==> src/rtl/mod_arbiter.sv <==
// mod_arbiter: round-robin sharing of one multi-cycle modulo unit among NUM_REQ requesters
module mod_arbiter #(
  parameter int NUM_REQ = 4,
  parameter int WIDTH = 32,
  parameter int CNT_W = 16,
  localparam int IDW = $clog2(NUM_REQ)
) (
  input  logic                     clk,
  input  logic                     reset,
  input  logic [NUM_REQ-1:0]       req,
  input  logic [NUM_REQ*WIDTH-1:0] req_a,
  input  logic [NUM_REQ*WIDTH-1:0] req_b,
  output logic [NUM_REQ-1:0]       gnt,
  output logic                     rsp_valid,
  output logic [IDW-1:0]           rsp_id,
  output logic [WIDTH-1:0]         rsp_result,
  output logic                     rsp_err,
  output logic [CNT_W-1:0]         last_cycles,
  output logic                     busy,
  output logic                     mod_start,
  output logic [WIDTH-1:0]         mod_a,
  output logic [WIDTH-1:0]         mod_b,
  input  logic [WIDTH-1:0]         mod_result,
  input  logic                     mod_done
);
  typedef enum logic [1:0] {IDLE, ISSUE, WAIT, RESP} state_t;
  state_t state;
  logic [IDW-1:0] rr_ptr, id, win_id, nxt_ptr;
  logic [CNT_W-1:0] cnt, cnt_inc;
  logic [WIDTH-1:0] a_arr [NUM_REQ];
  logic [WIDTH-1:0] b_arr [NUM_REQ];
  logic [WIDTH-1:0] win_a, win_b;
  function automatic logic [IDW-1:0] wrap(input int v);
    return IDW'(v % NUM_REQ);
  endfunction
  for (genvar i = 0; i < NUM_REQ; i++) begin : g_slice
    assign a_arr[i] = req_a[i*WIDTH +: WIDTH];
    assign b_arr[i] = req_b[i*WIDTH +: WIDTH];
  end
  // scanning from the far end lets the requester nearest rr_ptr win last
  always_comb begin
    win_id = '0;
    for (int k = NUM_REQ - 1; k >= 0; k--)
      if (req[wrap(int'(rr_ptr) + k)]) win_id = wrap(int'(rr_ptr) + k);
  end
  assign win_a = a_arr[win_id];
  assign win_b = b_arr[win_id];
  assign cnt_inc = &cnt ? cnt : cnt + 1'b1;
  assign nxt_ptr = id == IDW'(NUM_REQ - 1) ? '0 : id + 1'b1;
  always_ff @(posedge clk or negedge reset) begin
    if (!reset) begin
      state <= IDLE;
      rr_ptr <= '0;
      id <= '0;
      cnt <= '0;
      gnt <= '0;
      rsp_valid <= 1'b0;
      rsp_id <= '0;
      rsp_result <= '0;
      rsp_err <= 1'b0;
      last_cycles <= '0;
      busy <= 1'b0;
      mod_start <= 1'b0;
      mod_a <= '0;
      mod_b <= '0;
    end else begin
      gnt <= '0;
      mod_start <= 1'b0;
      rsp_valid <= 1'b0;
      case (state)
        IDLE: if (|req) begin
          state <= ISSUE;
          busy <= 1'b1;
          id <= win_id;
          mod_a <= win_a;
          mod_b <= win_b;
          gnt <= {{(NUM_REQ-1){1'b0}}, 1'b1} << win_id;
          mod_start <= |win_b;
        end
        ISSUE: if (|mod_b) begin
          state <= WAIT;
          cnt <= '0;
        end else begin
          state <= RESP;
          rsp_valid <= 1'b1;
          rsp_id <= id;
          rsp_result <= '0;
          rsp_err <= 1'b1;
          last_cycles <= '0;
        end
        WAIT: if (mod_done) begin
          state <= RESP;
          rsp_valid <= 1'b1;
          rsp_id <= id;
          rsp_result <= mod_result;
          rsp_err <= 1'b0;
          last_cycles <= cnt_inc;
        end else cnt <= cnt_inc;
        RESP: begin
          state <= IDLE;
          busy <= 1'b0;
          rr_ptr <= nxt_ptr;
        end
        default: state <= IDLE;
      endcase
    end
  end
endmodule

==> config.mk <==
export PLATFORM = sky130hd
export DESIGN_NAME = mod_arbiter
export DESIGN_NICKNAME = d
export VERILOG_FILES = /design/src/rtl/mod_arbiter.sv
export SDC_FILE = /design/constraint.sdc
export NUM_CORES = 1
export LEC_CHECK = 0
export CAP_MARGIN = 5
export CORE_AREA = 2 2 161 163
export DETAILED_ROUTE_END_ITERATION = 8
export DIE_AREA = 0 0 163 165
export PLACE_DENSITY = 0.69
export SYNTH_ARGS = -nofsm -noshare
export SYNTH_HDL_FRONTEND = slang
export SYNTH_SLANG_ARGS = --single-unit
==> constraint.sdc <==
create_clock -name clk -period 2.3 [get_ports clk]
set_clock_uncertainty 0.05 [all_clocks]
set_input_delay 0.46 -clock clk [delete_from_list [all_inputs] [get_ports clk]]
set_output_delay 0.46 -clock clk [all_outputs]
set_load 0.03 [all_outputs]
After elaboration in Yosys (flattened, before gate mapping)
Cells that the tools add are included.
{ "totals": {"out_inout_bits": 122, "register_bits": 144, "inputBits": 295, "wordCells": 95} }
{ "classes": {"n_mux": 48, "order_cmp": 5, "eq_ne": 9, "bitwise": 1, "n_reduce_logical": 12, "add_sub_neg": 5, "n_shift": 1} }
{ "op_table": {"columns": ["cell", "n"], "rows": [
  ["32-bit 2-to-1 mux", 6],
  ["32-bit binary-select mux with 2-bit select", 2],
  ["16-bit 2-to-1 mux", 5],
  ["16-bit case mux with 2 select lines", 2],
  ["32-bit case mux with 2 select lines", 1],
  ["32-bit OR reduction", 2],
  ["2-bit 2-to-1 mux", 9],
  ["16-bit by 1-bit adder with 16-bit output, second input constant", 1],
  ["16-bit AND reduction", 1],
  ["2-bit by 3-bit < comparator with 1-bit output, second input constant", 4],
  ["1-bit 2-to-1 mux", 12],
  ["2-bit inequality test, second input constant", 5],
  ["1-bit binary-select mux with 2-bit select", 4],
  ["4-bit 2-to-1 mux", 2],
  ["2-bit case mux with 4 select lines", 1],
  ["2-bit == test, second input constant", 3],
  ["1-bit case mux with 2 select lines", 3],
  ["2-bit AND reduction", 3],
  ["3-bit AND reduction", 2],
  ["2-bit by 1-bit adder with 2-bit output, second input constant", 2],
  ["2-bit adder, second input constant", 2],
  ["2-bit case mux with 2 select lines", 1],
  ["2-bit nonzero test", 2],
  ["4-bit OR reduction", 1],
  ["5 further kinds", 5]
]} }

Depth between registers and ports, before layout
{ "logic_depth": {"depth_word": 14, "ltp_mapped": 12, "ltp_nobuf": 10} }

Worst setup path after synthesis
OpenSTA, ideal clock, no wires.
{ "synth_timing": {"path_kind": "input port to flip-flop", "startpoint": "input port req[3]", "endpoint": "register mod_start", "slack_ns": -0.201, "arrival_time_ns": 2.314, "setup_time_ns": 0.136, "stages": 10, "required_time_ns": 2.114, "n_path_buf": 2, "path_cell_list": "inv_1 and3_1 or3_1 clkbuf_1 buf_6 mux2i_1 mux2i_1 or4_1 nor4_1 a21oi_1"} }
{ "synth_via": {"elab_chain_len": 13, "word_cells_on_any_way": 20, "classes_between": "mux (17); bitwise (1); reduce/logical (2)"} }
{ "synth_rtl": {"columns": ["item", "line", "source"], "rows": [
  ["from (decl)", "10", "input logic [NUM_REQ-1:0] req,"],
  ["1-bit binary-select mux with 2-bit select", "44", "if (req[wrap(int'(rr_ptr) + k)]) win_id = wrap(int'(rr_ptr) + k);"],
  ["1-bit 2-to-1 mux (not written as such)", "44", null],
  ["2-bit 2-to-1 mux (4 in a row)", "44", null],
  ["2-bit inverter with 3-bit output (not written as such)", "47", "assign win_b = b_arr[win_id];"],
  ["32-bit binary-select mux with 2-bit select", "47", null],
  ["32-bit 2-to-1 mux (not written as such) (2 in a row)", "47", null],
  ["32-bit OR reduction", "78", "mod_start <= |win_b;"],
  ["1-bit 2-to-1 mux *", "71", "IDLE: if (|req) begin"],
  ["1-bit 2-to-1 mux *", "70", "case (state)"],
  ["to (signal assigned)", "78", null],
  ["to (decl)", "20", "output logic mod_start,"]
]} }
Every way passes the cells marked *; elsewhere a longest branch is shown, timed or not. The select of a mux whose other input is x is not followed.
A chain may end at the register's enable or synchronous reset.

Worst setup path in the final report
{ "layout_timing": {"startpoint": "input port req[0]", "endpoint": "register mod_start"} }
Same word-level chain as after synthesis.

==> run_results.csv <==
group,metric,value,unit
status,outcome,"finished with violations",
status,violations,"setup timing",
final_layout,antenna_cells,0,
yosys,syn_nets,1207,
flow_run,drv_cap,0,
sta,fin_crit_sh,1.12,
floorplan,coreArea,0.0250,mm²
routing,viasPerCell,4.91,
final_layout,drive_above_1_share,0.185,
power_and_ir_drop,p_leak,6.56,nW
power_and_ir_drop,ir_drop,0.723,mV
placed_design,place_area,0.0131,mm²
yosys,yosysTopAreaCellShare,0.454,
setup_path,crit_type,"primary input to flop",
sta,slew_viol_final,0,
global_route,antenna_found_initial,0,
yosys,netlist_area,0.00794,mm²
setup_path,cp-end-kind,"flop",
worst_hold_path,hold_path_class,"flop to flop",
global_route,grt_pass1_vias,8325,
setup_path,required,2550,ps
routing,ant_nets,0,
final_layout,fin_nets,1708,
sta,grt_setup_unrepaired,"true",
yosys,ys_ff_latch,144,
global_route,grt_pass1_wl,46.2,mm
final_layout,areaGrowthSynthToFinish,85.6,%
cts,clock_path_buffers,2,
yosys,ys_warn_count,0,
sta,setup_ws,-273,ps
routing,route.detailed.drc,0,
yosys,synth_top_area_cell,"dfrtp_1",
sta,post-route-min-period,2570,ps
routing,drt_iter0_drc,522,
yosys,yosysUniqueCellTypes,40,
power_and_ir_drop,power.density,1170,mW/mm²
cts,numCtsBuffers,17,
floorplan,fp.dieH,165,µm
setup_path,crit_arrival,2820,ps
global_route,overflow,0,
routing,vias,8593,
placed_design,dp_hpwl,23.7,mm
sta,fmax,389,MHz
floorplan,io_pins,417,
sta,hold_viol,0,
yosys,yosysMostFrequentCell,"nand2_1",
floorplan,rows,58,
cts,cts-htree-levels,4,
setup_path,cp-start-kind,"primary input",
routing,routed_wirelength,32.1,mm
sta,slew_headroom,0.629,
yosys,synth_edf_count,0,
power_and_ir_drop,power,17.2,mW
cts,clock_tree.root_cell,"clkbuf_16",
final_layout,design_area,0.0147,mm²
yosys,synthTopCellsByCount,"nand2_1, dfrtp_1, o21ai_0, mux2i_1, clkbuf_1",
placed_design,port_buffers,416,
yosys,ys_seq_area_frac,0.454,
yosys,yosys_most_used_dff,"dfrtp_1",
cts,cts_tree,"done",
placed_design,gp_congestion,0.921,
yosys,synth_cells,906,
yosys,avgSynthCellArea,8.77,µm²
yosys,synth_area_leaders,"dfrtp_1, nand2_1, mux2i_1",
floorplan,dieArea,0.0269,mm²
setup_path,cp_max_fo,8,
final_layout,fin_util,0.589,
floorplan,initial_utilization,0.317,
cts,numClockSinks,144,
routing,first_pass_iters,7,
sta,setup-violations-final,13,
cts,clk_pin_slew,60,ps
global_route,grt_max_degree,55,
global_route,grt_usage,0.224,
routing,wl_per_cell,18.4,µm
floorplan,die_w,163,µm
yosys,synth_async_sr_flop_share,1.00,
cts,clkLatencyLatePin,430,ps
sta,tightest_slew,556,ps
==> report_power, final <==
part / internal, mW / switching (mW) / total [mW]
clock network: 1.46 / 1.20 / 2.66
registers: 3.38 / 0.575 / 3.95
logic: 5.01 / 5.59 / 10.6
==> what timing repair did <==
item | CTS | global route
setup buffers | 11 | 10
endpoints found under the setup margin | 111 | 103
gates cloned | 6 | 12
pin swaps | 11 | 43
resized for setup | 44 | 136
hold buffers | 1 | 0
hold endpoints to repair | 51 | 0
==> layer usage <==
metal / share of wire / vias to the layer above / wire [µm] / GRT usage
met3: 0.066 / 38 / 2130 / 0.0573
met4: 0.017 / 0 / 547 / 0.0567
met5: 0 / - / 0 / 0
met1: 0.40 / 4053 / 12800 / 0.270
li1: - / 4167 / - / -
met2: 0.52 / 335 / 16700 / 0.399
==> stage by stage <==
| stage | setup WS (ps) | TNS [ps] | cells | hold slack, ps |
|---|---|---|---|---|
| after detailed placement | -873 | -39380 | 1682 | 414 |
| after CTS | -235 | -302 | 1731 | 428 |
| final | -273 | -357 | 1750 | 420 |
| after global placement | -842 | -34730 | 1682 | 402 |
| after floorplan | -179 | -332 | 906 | 114 |
| after global routing | -411 | -3780 | 1750 | 439 |
==> cell families after synthesis <==
| logic type | synth area share |
|---|---|
| AOI/OAI and AO/OA | 0.143 |
| DFF | 0.454 |
| xor gates and xnor gates | 0.00772 |
| and+or+nand+nor | 0.202 |
| adders and majority gates | 0.00945 |
| muxes | 0.144 |
| buffers and inverters | 0.0403 |
==> cell usage in the layout (no fill, tap or decap), types with 6 or more instances in the layout <==
master             n
nand3_1           39
buf_4             80
clkbuf_16         27
clkdlybuf4s50_1  413
nand4_1           10
nor3_1             8
o21ai_1           43
mux2_4             8
nor2_1            15
dfrtp_1          142
o21ai_0           61
mux2i_1           75
a21oi_1           14
nand2_2           11
mux2_2            26
inv_1              6
o21ai_2           12
buf_12            19
nand2_1          245
buf_6             17
a22o_1            39
==> critical path, cell delays in order <==
cell,delay [ps]
clkdlybuf4s50_1,450
mux2i_1,170
nor2_2,70
or3_4,460
buf_12,190
mux2i_1,160
mux2i_1,110
or4_4,440
nor4_2,220
a21oi_1,90
==> path summary, 6_finish.rpt <==
path | start | end | depth (start not counted) | slack, ps
worst min register to register | last_cycles[11]$_DFFE_PN0P_ | last_cycles[11]$_DFFE_PN0P_ | 2 | 420
min in group asynchronous | reset | last_cycles[5]$_DFFE_PN0P_ | 2 | 520
worst max register to register | rr_ptr[1]$_DFFE_PN0P_ | mod_start$_DFF_PN0_ | 9 | -270
worst min-delay path | last_cycles[11]$_DFFE_PN0P_ | last_cycles[11]$_DFFE_PN0P_ | 2 | 420
max in group asynchronous | reset | rsp_result[25]$_DFFE_PN0P_ | 3 | 1060
worst max-delay path | req[0] | mod_start$_DFF_PN0_ | 10 | -270
==> state kept, by name, summed over array words and instances (netlist names) <==
name and flops:
last_cycles 16, rsp_err 1, id 2, state 2
rsp_result 32, busy 1, rsp_valid 1, cnt 16
mod_a 32, gnt 4, rsp_id 2, mod_b 32
mod_start 1, rr_ptr 2
==> final cells by class <==
cell class                      instances  area [µm²]
Fill cell                            2165       10300
Timing Repair Buffer                  548        5720
Multi-Input combinational cell        687        4390
Sequential cell                       144        3610
Clock buffer                           19         443
Tap cell                              330         413
Clock inverter                         13         124
Inverter                                9        38.8
Note: power is estimated with default switching activity, not from simulation.
